[src/rtl/ex_pkg.sv]
// Shared types and constants for the EX-stage sequencer: FSM states,
// branch condition codes, operation commands and CPSR flag positions.
package ex_pkg;

  typedef enum logic [2:0] {
    ST_IDLE,
    ST_EXEC,
    ST_WB,
    ST_BRANCH,
    ST_HALT
  } state_t;

  localparam logic [3:0] COND_EQ = 4'b0000;
  localparam logic [3:0] COND_NE = 4'b0001;
  localparam logic [3:0] COND_CS = 4'b0010;
  localparam logic [3:0] COND_CC = 4'b0011;
  localparam logic [3:0] COND_MI = 4'b0100;
  localparam logic [3:0] COND_PL = 4'b0101;
  localparam logic [3:0] COND_VS = 4'b0110;
  localparam logic [3:0] COND_VC = 4'b0111;
  localparam logic [3:0] COND_HI = 4'b1000;
  localparam logic [3:0] COND_LS = 4'b1001;
  localparam logic [3:0] COND_GE = 4'b1010;
  localparam logic [3:0] COND_LT = 4'b1011;
  localparam logic [3:0] COND_GT = 4'b1100;
  localparam logic [3:0] COND_LE = 4'b1101;
  localparam logic [3:0] COND_AL = 4'b1110;
  localparam logic [3:0] COND_NV = 4'b1111;

  localparam logic [2:0] OC_B     = 3'b000;
  localparam logic [2:0] OC_BCOND = 3'b001;
  localparam logic [2:0] OC_HALT  = 3'b111;

  localparam int FLAG_N = 3;
  localparam int FLAG_C = 2;
  localparam int FLAG_Z = 1;
  localparam int FLAG_V = 0;

endpackage

[src/rtl/branch_cond_eval.sv]
// Combinational branch condition resolver: decides whether a conditional
// branch is taken given the current {N,C,Z,V} flags.
module branch_cond_eval
  import ex_pkg::*;
(
  input  logic [3:0] cpsr,
  input  logic [3:0] cond,
  output logic       taken
);

  logic n, c, z, v;

  assign n = cpsr[FLAG_N];
  assign c = cpsr[FLAG_C];
  assign z = cpsr[FLAG_Z];
  assign v = cpsr[FLAG_V];

  always_comb begin
    taken = 1'b0;
    unique case (cond)
      COND_EQ: taken = z;
      COND_NE: taken = !z;
      COND_CS: taken = c;
      COND_CC: taken = !c;
      COND_MI: taken = n;
      COND_PL: taken = !n;
      COND_VS: taken = v;
      COND_VC: taken = !v;
      COND_HI: taken = c && !z;
      COND_LS: taken = !(c && !z);
      COND_GE: taken = (n == v);
      COND_LT: taken = (n != v);
      COND_GT: taken = !z && (n == v);
      COND_LE: taken = !(!z && (n == v));
      COND_AL: taken = 1'b1;
      COND_NV: taken = 1'b0;
      default: taken = 1'b0;
    endcase
  end

endmodule

[src/rtl/ex_sequencer.sv]
// EX-stage controller: steps one instruction at a time through EXEC and
// then WB/BRANCH/HALT, owns the CPSR and arbitrates the register write port.
module ex_sequencer
  import ex_pkg::*;
#(
  parameter int DATA_W = 32,
  parameter int REG_AW = 3,
  parameter int OFF_W  = 16,
  parameter int CNT_W  = 32
) (
  input  logic              clk,
  input  logic              rst,
  input  logic              id_valid,
  output logic              id_ready,
  input  logic [1:0]        id_first_ld,
  input  logic              id_special,
  input  logic              id_set_flags,
  input  logic [2:0]        id_alu_oc,
  input  logic [3:0]        id_b_cond,
  input  logic [REG_AW-1:0] id_dest,
  input  logic [DATA_W-1:0] id_pc,
  input  logic [OFF_W-1:0]  id_offset,
  output logic              ex_valid,
  output logic [1:0]        ex_first_ld,
  output logic              ex_special,
  output logic [2:0]        ex_alu_oc,
  input  logic [DATA_W:0]   alu_result,
  input  logic              alu_v,
  input  logic              ld_we,
  input  logic [REG_AW-1:0] ld_waddr,
  input  logic [DATA_W-1:0] ld_wdata,
  output logic              rf_we,
  output logic [REG_AW-1:0] rf_waddr,
  output logic [DATA_W-1:0] rf_wdata,
  output logic [3:0]        cpsr,
  output logic              pc_load,
  output logic [DATA_W-1:0] pc_target,
  output logic              ex_flush,
  output logic              halted,
  output logic [CNT_W-1:0]  retired
);

  state_t            state;
  logic [1:0]        first_ld_q;
  logic              special_q;
  logic              set_flags_q;
  logic [2:0]        oc_q;
  logic [3:0]        cond_q;
  logic [REG_AW-1:0] dest_q;
  logic [DATA_W-1:0] pc_q;
  logic [OFF_W-1:0]  offset_q;
  logic [DATA_W:0]   result_q;
  logic              v_q;
  logic [3:0]        cpsr_q;
  logic [CNT_W-1:0]  retired_q;
  logic              halted_q;
  logic              cond_taken;
  logic              br_taken;
  logic              wb_write;
  logic [DATA_W-1:0] target;

  branch_cond_eval u_cond (
    .cpsr  (cpsr_q),
    .cond  (cond_q),
    .taken (cond_taken)
  );

  assign br_taken = (oc_q == OC_B) || cond_taken;
  assign target   = pc_q + {{(DATA_W-OFF_W){offset_q[OFF_W-1]}}, offset_q};
  assign wb_write = (state == ST_WB) && !ld_we;

  always_ff @(posedge clk or posedge rst) begin
    if (rst) begin
      state       <= ST_IDLE;
      first_ld_q  <= '0;
      special_q   <= 1'b0;
      set_flags_q <= 1'b0;
      oc_q        <= '0;
      cond_q      <= '0;
      dest_q      <= '0;
      pc_q        <= '0;
      offset_q    <= '0;
      result_q    <= '0;
      v_q         <= 1'b0;
      cpsr_q      <= '0;
      retired_q   <= '0;
      halted_q    <= 1'b0;
    end else begin
      unique case (state)
        ST_IDLE: begin
          if (id_valid && !halted_q) begin
            first_ld_q  <= id_first_ld;
            special_q   <= id_special;
            set_flags_q <= id_set_flags;
            oc_q        <= id_alu_oc;
            cond_q      <= id_b_cond;
            dest_q      <= id_dest;
            pc_q        <= id_pc;
            offset_q    <= id_offset;
            state       <= ST_EXEC;
          end
        end
        ST_EXEC: begin
          result_q <= alu_result;
          v_q      <= alu_v;
          if (special_q || first_ld_q == 2'b00) begin
            state <= ST_WB;
          end else if (oc_q == OC_B || oc_q == OC_BCOND) begin
            state <= ST_BRANCH;
          end else if (oc_q == OC_HALT) begin
            halted_q  <= 1'b1;
            retired_q <= retired_q + CNT_W'(1);
            state     <= ST_HALT;
          end else begin
            retired_q <= retired_q + CNT_W'(1);
            state     <= ST_IDLE;
          end
        end
        // A pending load write owns the port; WB simply waits it out.
        ST_WB: begin
          if (!ld_we) begin
            if (special_q && set_flags_q) begin
              cpsr_q[FLAG_N] <= result_q[DATA_W-1];
              cpsr_q[FLAG_C] <= result_q[DATA_W];
              cpsr_q[FLAG_Z] <= (result_q[DATA_W-1:0] == '0);
              cpsr_q[FLAG_V] <= v_q;
            end
            retired_q <= retired_q + CNT_W'(1);
            state     <= ST_IDLE;
          end
        end
        ST_BRANCH: begin
          retired_q <= retired_q + CNT_W'(1);
          state     <= ST_IDLE;
        end
        ST_HALT: state <= ST_HALT;
        default: state <= ST_IDLE;
      endcase
    end
  end

  // Reset gating keeps the pass-through paths quiet while rst is held.
  always_comb begin
    rf_we    = ld_we;
    rf_waddr = ld_waddr;
    rf_wdata = ld_wdata;
    if (wb_write) begin
      rf_we    = 1'b1;
      rf_waddr = dest_q;
      rf_wdata = result_q[DATA_W-1:0];
    end
    if (rst) begin
      rf_we    = 1'b0;
      rf_waddr = '0;
      rf_wdata = '0;
    end
  end

  assign id_ready    = !rst && (state == ST_IDLE) && !halted_q;
  assign ex_valid    = (state == ST_EXEC);
  assign ex_first_ld = first_ld_q;
  assign ex_special  = special_q;
  assign ex_alu_oc   = oc_q;
  assign pc_load     = (state == ST_BRANCH) && br_taken;
  assign ex_flush    = pc_load;
  assign pc_target   = pc_load ? target : '0;
  assign cpsr        = cpsr_q;
  assign halted      = halted_q;
  assign retired     = retired_q;

endmodule

[config.mk]
export PLATFORM = sky130hd
export DESIGN_NAME = ex_sequencer
export DESIGN_NICKNAME = d
export VERILOG_FILES = /design/src/rtl/ex_pkg.sv /design/src/rtl/branch_cond_eval.sv /design/src/rtl/ex_sequencer.sv
export SDC_FILE = /design/constraint.sdc
export NUM_CORES = 1
export LEC_CHECK = 0
export BUFFER_PORTS_ARGS = -buffer_cell sky130_fd_sc_hd__buf_4
export CAP_MARGIN = 20
export CORE_AREA = 5 5 126 128
export CTS_CLUSTER_DIAMETER = 60
export DETAILED_ROUTE_END_ITERATION = 12
export DIE_AREA = 0 0 131 133
export GPL_TIMING_DRIVEN = 0
export PLACE_DENSITY = 0.86
export SYNTH_ARGS = -nofsm -noshare
export SYNTH_HDL_FRONTEND = slang
export SYNTH_SLANG_ARGS = --single-unit
[constraint.sdc]
create_clock -name clk -period 12.6 [get_ports clk]
set_input_delay 2.52 -clock clk [delete_from_list [all_inputs] [get_ports clk]]
set_output_delay 2.52 -clock clk [all_outputs]
set_load 0.02 [all_outputs]
==> results.md, run 1 <==
Outcome:
- The run finished with clean final reports.

GRT:
- The number of global-route vias before repair is approximately 7.3k.
- The first global-routing pass estimated 37250 um of wire.
- Global routing finished with a remaining overflow of 0.
- The initial antenna violation count is 0.
- In the global route stage, overall resource usage came out at 27.20%.
- The pin count of the biggest net entering global routing is 76.

Worst setup path:
- The most common cell type on the critical path is buf_4.
- In this run the critical register-to-register path is captured at pc_q[5].
- The required arrival time at the worst endpoint is 10.08 ns.
- For the worst setup path, the data arrival time is about 4 ns.
- STA classifies the critical path startpoint as an input port.
- For the worst flop-to-flop path, the logic depth is 5.
- The worst register-to-register path begins at state[2].
- The category of the worst setup path capture point is an output port.
- The maximum fanout count along the critical path is 10.
- In this design, the stage delay of the slowest critical-path cell is 0.50 ns.
- The minimum setup slack among reg-to-reg paths is around 10 ns.
- The type of the worst setup path is input port to output port.
- On the critical path, the stage with the largest delay is an instance of nor4_4.
- The signal on the critical path passes through buf_4, nor4_4, clkbuf_1, nand2_1, a21oi_1, buf_4.

Power and ir drop:
- Dividing total power by cell area gives a power density of roughly 260 nW/um^2.
- The largest voltage drop on the vdd net is 0.1242 mV.
- In this run the static leakage power is about 5 nW.

Cells and area:
- The combined flip-flop and latch cell area is roughly 3400 sq um.
- Of the cells placed in the final design, the portion with a size suffix greater than 1 is 38.69%.
- The number of fill cells in the layout is around 1.1k.
- The growth of design area from synthesis to finish is 33.37%.
- After the last flow step, the layout net total stands at 1245.
- The combined area of the multi-input logic cells is 4405 sq um.
- The final instance area is between 10000 and 15000 sq um.
- The repair_antennas step left the layout with diodes totalling 0.

Placed design:
- Summing all placed instances gives a cell area of approximately 10000 sq um.
- The count of input and output buffers is 248.
- The final RePlAce weighted congestion is 0.8883.
- The detailed placement HPWL is about 18000 um.

Logic synthesis:
- The share of synthesized flip-flops with an asynchronous set or reset is 100.0%.
- Counting flops with a built-in enable in the synthesized netlist gives 0.
- The flip-flop and latch count after synthesis is approximately 140.
- In the synthesized netlist the dominant register cell turns out to be dfrtp_1.
- The summed instance area of the synthesized netlist is 8043 sq um.
- In this run, distinct cell masters in the synthesized netlist total 67.
- The area share of the largest cell type after synthesis is 42.31%.
- The number of nets handed over by synthesis was 977.
- The post-synthesis area per instance is 9.942 sq um.
- By count the netlist is led by 136 x dfrtp_1, 121 x nand2_1, 100 x mux2_2, 71 x a21oi_1, 42 x nor2_1.
- The largest total area in the synthesized netlist belongs to dfrtp_1.
- The library cell with the highest instance count after synthesis is dfrtp_1.
- The number of warning messages in the yosys log is 0.
- By area the synthesized netlist is led by dfrtp_1 42%, mux2_2 14%, nand2_1 5.6%.
- The share of the yosys chip area belonging to registers is around 42%.
- Synthesis produced 809 cells.

Clock tree:
- CTS placed an instance of clkbuf_16 at the clock tree root.
- The count of buffers added by post-CTS timing repair for setup is 0.
- CTS saw 136 sinks.
- Hold repair after CTS inserted 0 buffers.
- The number of clock buffers added by TritonCTS is 17.
- Clock-pin slew was measured on the worst setup and hold paths at 0.06 ns.
- TritonCTS built the clock tree.
- The clock tree synthesis step divided the H-tree into 4 levels.
- Counting along the longest clock path gives a buffer depth of 2.
- The post-cts resize count is 0.
- The later pin in the worst-skew pair is clocked with a latency of ~0.43 ns.

Routing:
- The via count is 7274.
- The final routed DRC violation total is 0.
- The initial detailed-routing violation count is 449.
- The detail route stage leaves a number of antenna-violating nets equal to 0.
- The number of detailed-routing iterations run before antenna repair is 5.
- The detailed-route vias per instance is 5.701.
- The final layout contains routed wiring with a total length of around 24000 um.
- After detailed routing, the average wire length per cell comes to 18.54 um.

Timing:
- After routing, the total negative slack on setup checks comes to 0 ns.
- The final number of max-transition violations came to 0.
- Based on the critical path, the design can be clocked at up to between 150 and 200 MHz.
- The worst-margin pin slew is approximately 0.73 ns.
- The clock arrives with roughly 0.016 ns of skew.
- The final critical delay including setup and external delays is around 6.6 ns.
- The share of the clock period used by the worst path after layout is between 50 and 60%.
- The worst pin sits at a relative slew slack of 51.12%.
- The number of hold-slack violations in the final timing report came to 0.
- Setup violations remaining at the end of the flow were counted as 0.
- Setup repair after global routing left no endpoint under its margin.

Min path:
- The type of the worst min-delay path is register to register.
- In this run the most critical hold path is launched from retired[31].
- Counting instances, the worst hold path has a depth of 1.
- For hold timing, the worst endpoint is retired[31].

Floorplanning:
- The height of the die is 133 um.
- The placeable core area is 14750 sq um.
- In this run the horizontal extent of the chip is 131 um.
- The I/O pin total is between 200 and 300.
- The initial standard-cell utilization of the core is 54.52%.
- The initialized floorplan defines 45 standard-cell rows.
- The die covers about 17000 sq um.

Job:
- The number of maximum-capacitance constraint violations is 0.
## cells by family (layout without fill, tap and decap cells)
logic type	after synthesis	in the layout	share of synthesized area (%)
flip-flops	136	136	42.31
adder cells (fa/ha/maj)	33	33	5.227
AND/OR/NAND/NOR	281	281	17.49
buffers and inverters	51	330	2.909
AO/OA/AOI/OAI	154	154	12.13
XOR/XNOR	51	51	5.554
multiplexers	103	103	14.37
## sequential cells by signal, summed over array words and instances, names as in the netlist
signal and cells:
ex_special 1, retired 32, offset_q 16, state 3, cpsr 4, set_flags_q 1
pc_q 32, cond_q 4, v_q 1, halted 1, ex_first_ld 2, ex_alu_oc 3
dest_q 3, result_q 33
## layer usage
| metal | GRT usage (%) | wire length [um] |
|---|---|---|
| met4 | 6.800 | 336 |
| met1 | 32.96 | 9057 |
| met5 | 0 | 0 |
| met3 | 8.559 | 2138 |
| met2 | 46.67 | 12130 |
## how the worst max path moves through the flow
| stage | start | to | slack, ns | cells past startpoint |
|---|---|---|---|---|
| floorplan | rst | id_ready | 3.94 | 3 |
| global placement | rst | id_ready | 2.55 | 4 |
| detailed placement | ld_we | rf_wdata[5] | 5.98 | 6 |
| CTS | ld_we | rf_wdata[5] | 5.95 | 6 |
| global route | ld_we | rf_wdata[5] | 5.88 | 6 |
| finish | ld_we | rf_wdata[4] | 5.96 | 6 |
## per-stage QoR
step | hold slack [ns] | cells | util, % | setup WS [ns] | total power [W]
after CTS | 0.4827 | 1276 | 72.71 | 5.951 | 0.002833
after detailed placement | 0.4640 | 1246 | 68.96 | 5.980 | 0.002341
final | 0.4827 | 1276 | 72.71 | 5.959 | 0.002838
after floorplan | 0.4767 | 809 | - | 3.939 | 0.001919
after global placement | 0.4651 | 1245 | 68.74 | 2.552 | 0.002293
after global routing | 0.5152 | 1276 | 72.71 | 5.876 | 0.003036
## layout by cell type, fill, tap and decap left out, types with 3 or more instances in the layout
cell / instances
inv_6: 3
a21oi_1: 71
buf_4: 250
or3_1: 4
o21ai_0: 18
xnor2_1: 39
mux2_2: 100
buf_2: 16
clkinvlp_4: 3
nor4_1: 8
nor2_1: 42
a21oi_2: 4
a211oi_1: 4
nor2b_1: 6
xor2_1: 12
and3_1: 10
clkbuf_1: 20
and4_1: 4
a211o_1: 4
and2_1: 7
inv_1: 10
nor3b_1: 4
o21a_1: 13
nand3_1: 22
nand3b_1: 3
o31ai_1: 3
nand2_1: 121
o21bai_1: 4
nor3_1: 14
mux2i_1: 3
clkbuf_16: 17
nand4_1: 16
a21o_1: 10
dfrtp_1: 136
ha_1: 32
nand2b_1: 5
## where the power goes
part           total, W  switching, W  internal, W
Clock          0.000474      0.000194     0.000280
Sequential     0.000772      0.000153     0.000619
Combinational   0.00159      0.000866     0.000725
Total           0.00284       0.00121      0.00162
## layout make-up
class / count / area share [%]
sequential: 136 / 31.73
timing repair buffer: 249 / 17.61
inverter: 12 / 0.4666
multi-input combinational: 622 / 41.07
buffer: 39 / 1.761
clock inverter: 10 / 0.9098
clock buffer: 20 / 4.258
tap: 188 / 2.193
## critical path: cells and delay by family
kind / cells / cell delay [ns]
AO/OA/AOI/OAI: 1 / 0.22
buffers and inverters: 3 / 0.77
AND/OR/NAND/NOR: 2 / 0.60
Power figures use the tool's default switching activity.
==> run 2: changes to the inputs <==
CORE_AREA = 5 5 131 133   (was 5 5 126 128)
DIE_AREA = 0 0 136 138   (was 0 0 131 133)
PLACE_DENSITY = 0.8   (was 0.86)
clock period = 6.2 ns   (was 12.6 ns; I/O delays follow)
==> run 2 against run 1 <==
  * Sequential share of layout area decreased by 0.20 points
  * Sequential power up 100%
  * Flip-flop and latch count unchanged
  * Combinational power up 100%
  * Critical endpoint is now pc_target[30]
  * Largest power group unchanged
==> results.md, run 2 (synthesis gave the netlist of run 1 again) <==
Outcome:
- The run finished with clean final reports.

Floorplanning:
- The width of the chip is 136 um (+3.8%).
- The die area is 18770 sq um (+7.7%).
- The number of rows created at floorplan is 46 (+2.2%).
- The height of the die is 138 um (+3.8%).
- The initial standard-cell utilization of the core was 51.19% (-3.3 points).
- The I/O pin total is 250 (unchanged).
- The placeable core area came to 15710 sq um (+6.5%).

GRT:
- The met2 demand-to-capacity share in global routing is 45.08% (-1.6 points).
- After global routing, the most crowded layer is met2.
- The pin count of the biggest net entering global routing is 76 (unchanged).
- The first-pass GRT wire length is 38620 um (+3.7%).
- The combined global-route utilization of all metal layers is 25.64% (-1.6 points).
- The met3 routing resource usage after global routing is 8.599% (+0.041 points).
- The initial antenna violation count is 0 (unchanged).
- The remaining global-route overflow is 0 (unchanged).
- The met1 capacity usage during global routing is 29.57% (-3.4 points).
- The number of global-route vias before repair was 7549 (+3.4%).

Worst setup path:
- The arrival time of data at the critical path endpoint came to 3.39 ns (-0.73 ns).
- The total number of cells along the worst setup path was 10 (+4).
- The category of the worst setup path capture point is an output port.
- The number of cells on the worst reg-to-reg path is 5 (unchanged).
- The type of the worst setup path is register to output port.
- The type of origin of the critical path is a register.
- The worst path buffer plus inverter count is 2 (-1).
- The maximum fanout count along the critical path was 18 (+8).
- The delay of the slowest cell on the worst path is 0.76 ns (+0.26 ns).
- The category of cells accounting for the largest share of critical-path delay is compound AO/OA/AOI/OAI gates.
- The critical path goes through ha_1, clkbuf_1, a21oi_1, o21ai_0, a211oi_1, o21bai_1, a211oi_1, a21oi_1, nor3b_1, buf_4.
- The required arrival time at the worst endpoint is 4.96 ns (-5.12 ns).
- For this design, the slowest cell found on the critical path is dfrtp_1.

Clock tree:
- The post-cts resize count is 0 (unchanged).
- The depth of the CTS H-tree is 4 (unchanged).
- The clock tree from TritonCTS is done.
- The clock-pin slew reported for the worst setup and hold paths after clock tree synthesis was 0.06 ns (about the same).
- The clock tree buffer depth is 2 (unchanged).
- CTS placed an instance of clkbuf_16 at the clock tree root.
- The hold buffer count at cts is 0 (unchanged).
- The clock net sink count is 136 (unchanged).
- The clock latency on the worst-skew pair is 0.42 ns (about the same).
- The count of buffers added by post-CTS timing repair for setup is 0 (unchanged).
- The TritonCTS buffer count is 17 (unchanged).

Min path:
- The type of the worst min-delay path is register to register.
- The worst hold path cell count is 1 (unchanged).

Timing:
- Setup repair after global routing left no endpoint under its margin.
- The clock tree skew after final layout is 0.01469 ns (-0.001483 ns).
- The worst slew slack as a fraction of its limit was 47.88% (-3.2 points).
- For the finished layout, the period the worst path requires is approximately 4.6 ns.
- The final number of max-transition violations is 0 (unchanged).
- The setup violation total in the final timing report is 0 (unchanged).
- The worst-margin pin slew was 0.7776 ns (+0.04435 ns).
- Timing would allow up to 215.9 MHz.
- Of the available clock period, the critical path in the final layout requires 74.71%.
- The final-layout worst hold slack is 0.4995 ns (+0.01685 ns).
- The number of hold-slack violations in the final timing report is 0 (unchanged).

Routing:
- The wire length per cell came to 18.42 um (-0.63%).
- The via count is 7164 (-1.5%).
- The wire length after detailed routing is 24060 um (+1.7%).
- The number of detailed-routing iterations run before antenna repair is 5 (unchanged).
- The antenna violation net count after detailed routing is 0 (unchanged).
- The final routed DRC violation total was 0 (unchanged).
- The detailed-route vias per instance is 5.485 (-3.8%).
- The initial detailed-routing violation count is 417 (-7.1%).

Cells and area:
- In the layout the commonest cells are 250 x buf_4, 136 x dfrtp_1, 121 x nand2_1.
- Counting flops per register, the top entry is result_q.
- The number of diodes added for antenna fixing is 0 (unchanged).
- The final-stage net count is 1245 (unchanged).
- The flip-flop count of the largest register, all copies and words added is 33 (unchanged).
- The growth of design area from synthesis to finish is 34.23%.
- The leading cell type in the layout, fill and taps excluded is buf_4.
- The count of non-filler cells in the finished layout is 1306 (+2.4%).
- The final instance area is 10800 sq um (+0.64%).
- The layout cell share with drive strength beyond 1 is 38.81% (+0.11 points).

Power and ir drop:
- The largest voltage drop on the vdd net is 0.2255 mV (+82%).
- The power density over the cells is 538.4 nW/um^2 (+100%).
- The total design power is 0.005812 W (+100%).
- The cell leakage power is 5.034 nW (+0.42%).

Job:
- The number of maximum-capacitance constraint violations was 0 (unchanged).

Placed design:
- The total placed instance area is 10210 sq um (+0.34%).
- The final RePlAce weighted congestion came to 0.8965 (+0.92%).
- The detailed placement HPWL was 18440 um (+2.2%).
- The number of cells after detailed placement is 1274 (+2.2%).
- The count of input and output buffers came to 248 (unchanged).
-- run 2: changes by cell type in the layout (fill, tap and decap cells not counted), sizes merged --
cell,delta
bufinv,+1
inv,+2
clkbuf,-1
clkinvlp,-1
clkinv,+1
-- run 2: path summary, 6_finish.rpt --
path                                      end          from  slack [ns]
worst max-delay path            pc_target[30]  offset_q[15]        1.57
worst min-delay path               retired[5]    retired[5]        0.50
worst max register to register        pc_q[5]      state[2]        3.99
worst min register to register     retired[5]    retired[5]        0.50
max in group asynchronous            pc_q[28]           rst        4.23
min in group asynchronous         result_q[3]           rst        1.21
-- run 2: stage by stage --
step	worst slack, ns	setup TNS, ns	util (%)
finish	1.568	0	68.71
floorplan	0.09873	0	-
global placement	-1.435	-85.67	64.76
CTS	1.529	0	68.71
global route	1.299	0	68.71
detailed placement	1.996	0	64.96
-- run 2: final cells by class --
type                    count  area [sq um]
fillers                  1253          4917
multi-input cells         622          4405
inverters                  12         50.05
plain buffers              39         188.9
repair buffers            249          1889
flip-flops and latches    136          3403
well taps                 216         270.3
clock inverters            13         145.1
clock buffers              19         442.9
-- run 2: routing by layer --
layer,wire length (um),vias to the layer above
met3,2215,38
li1,-,3424
met5,0,-
met1,9208,3431
met2,12150,271
met4,490,0
-- run 2: where the power goes --
part / switching [W] / leakage, nW / internal, W / total, W
Sequential: 0.000306 / 1.66 / 0.00126 / 0.00156
Clock: 0.000415 / 0.286 / 0.000608 / 0.00102
Combinational: 0.00175 / 3.09 / 0.00147 / 0.00322
Total: 0.00247 / 5.03 / 0.00334 / 0.00581
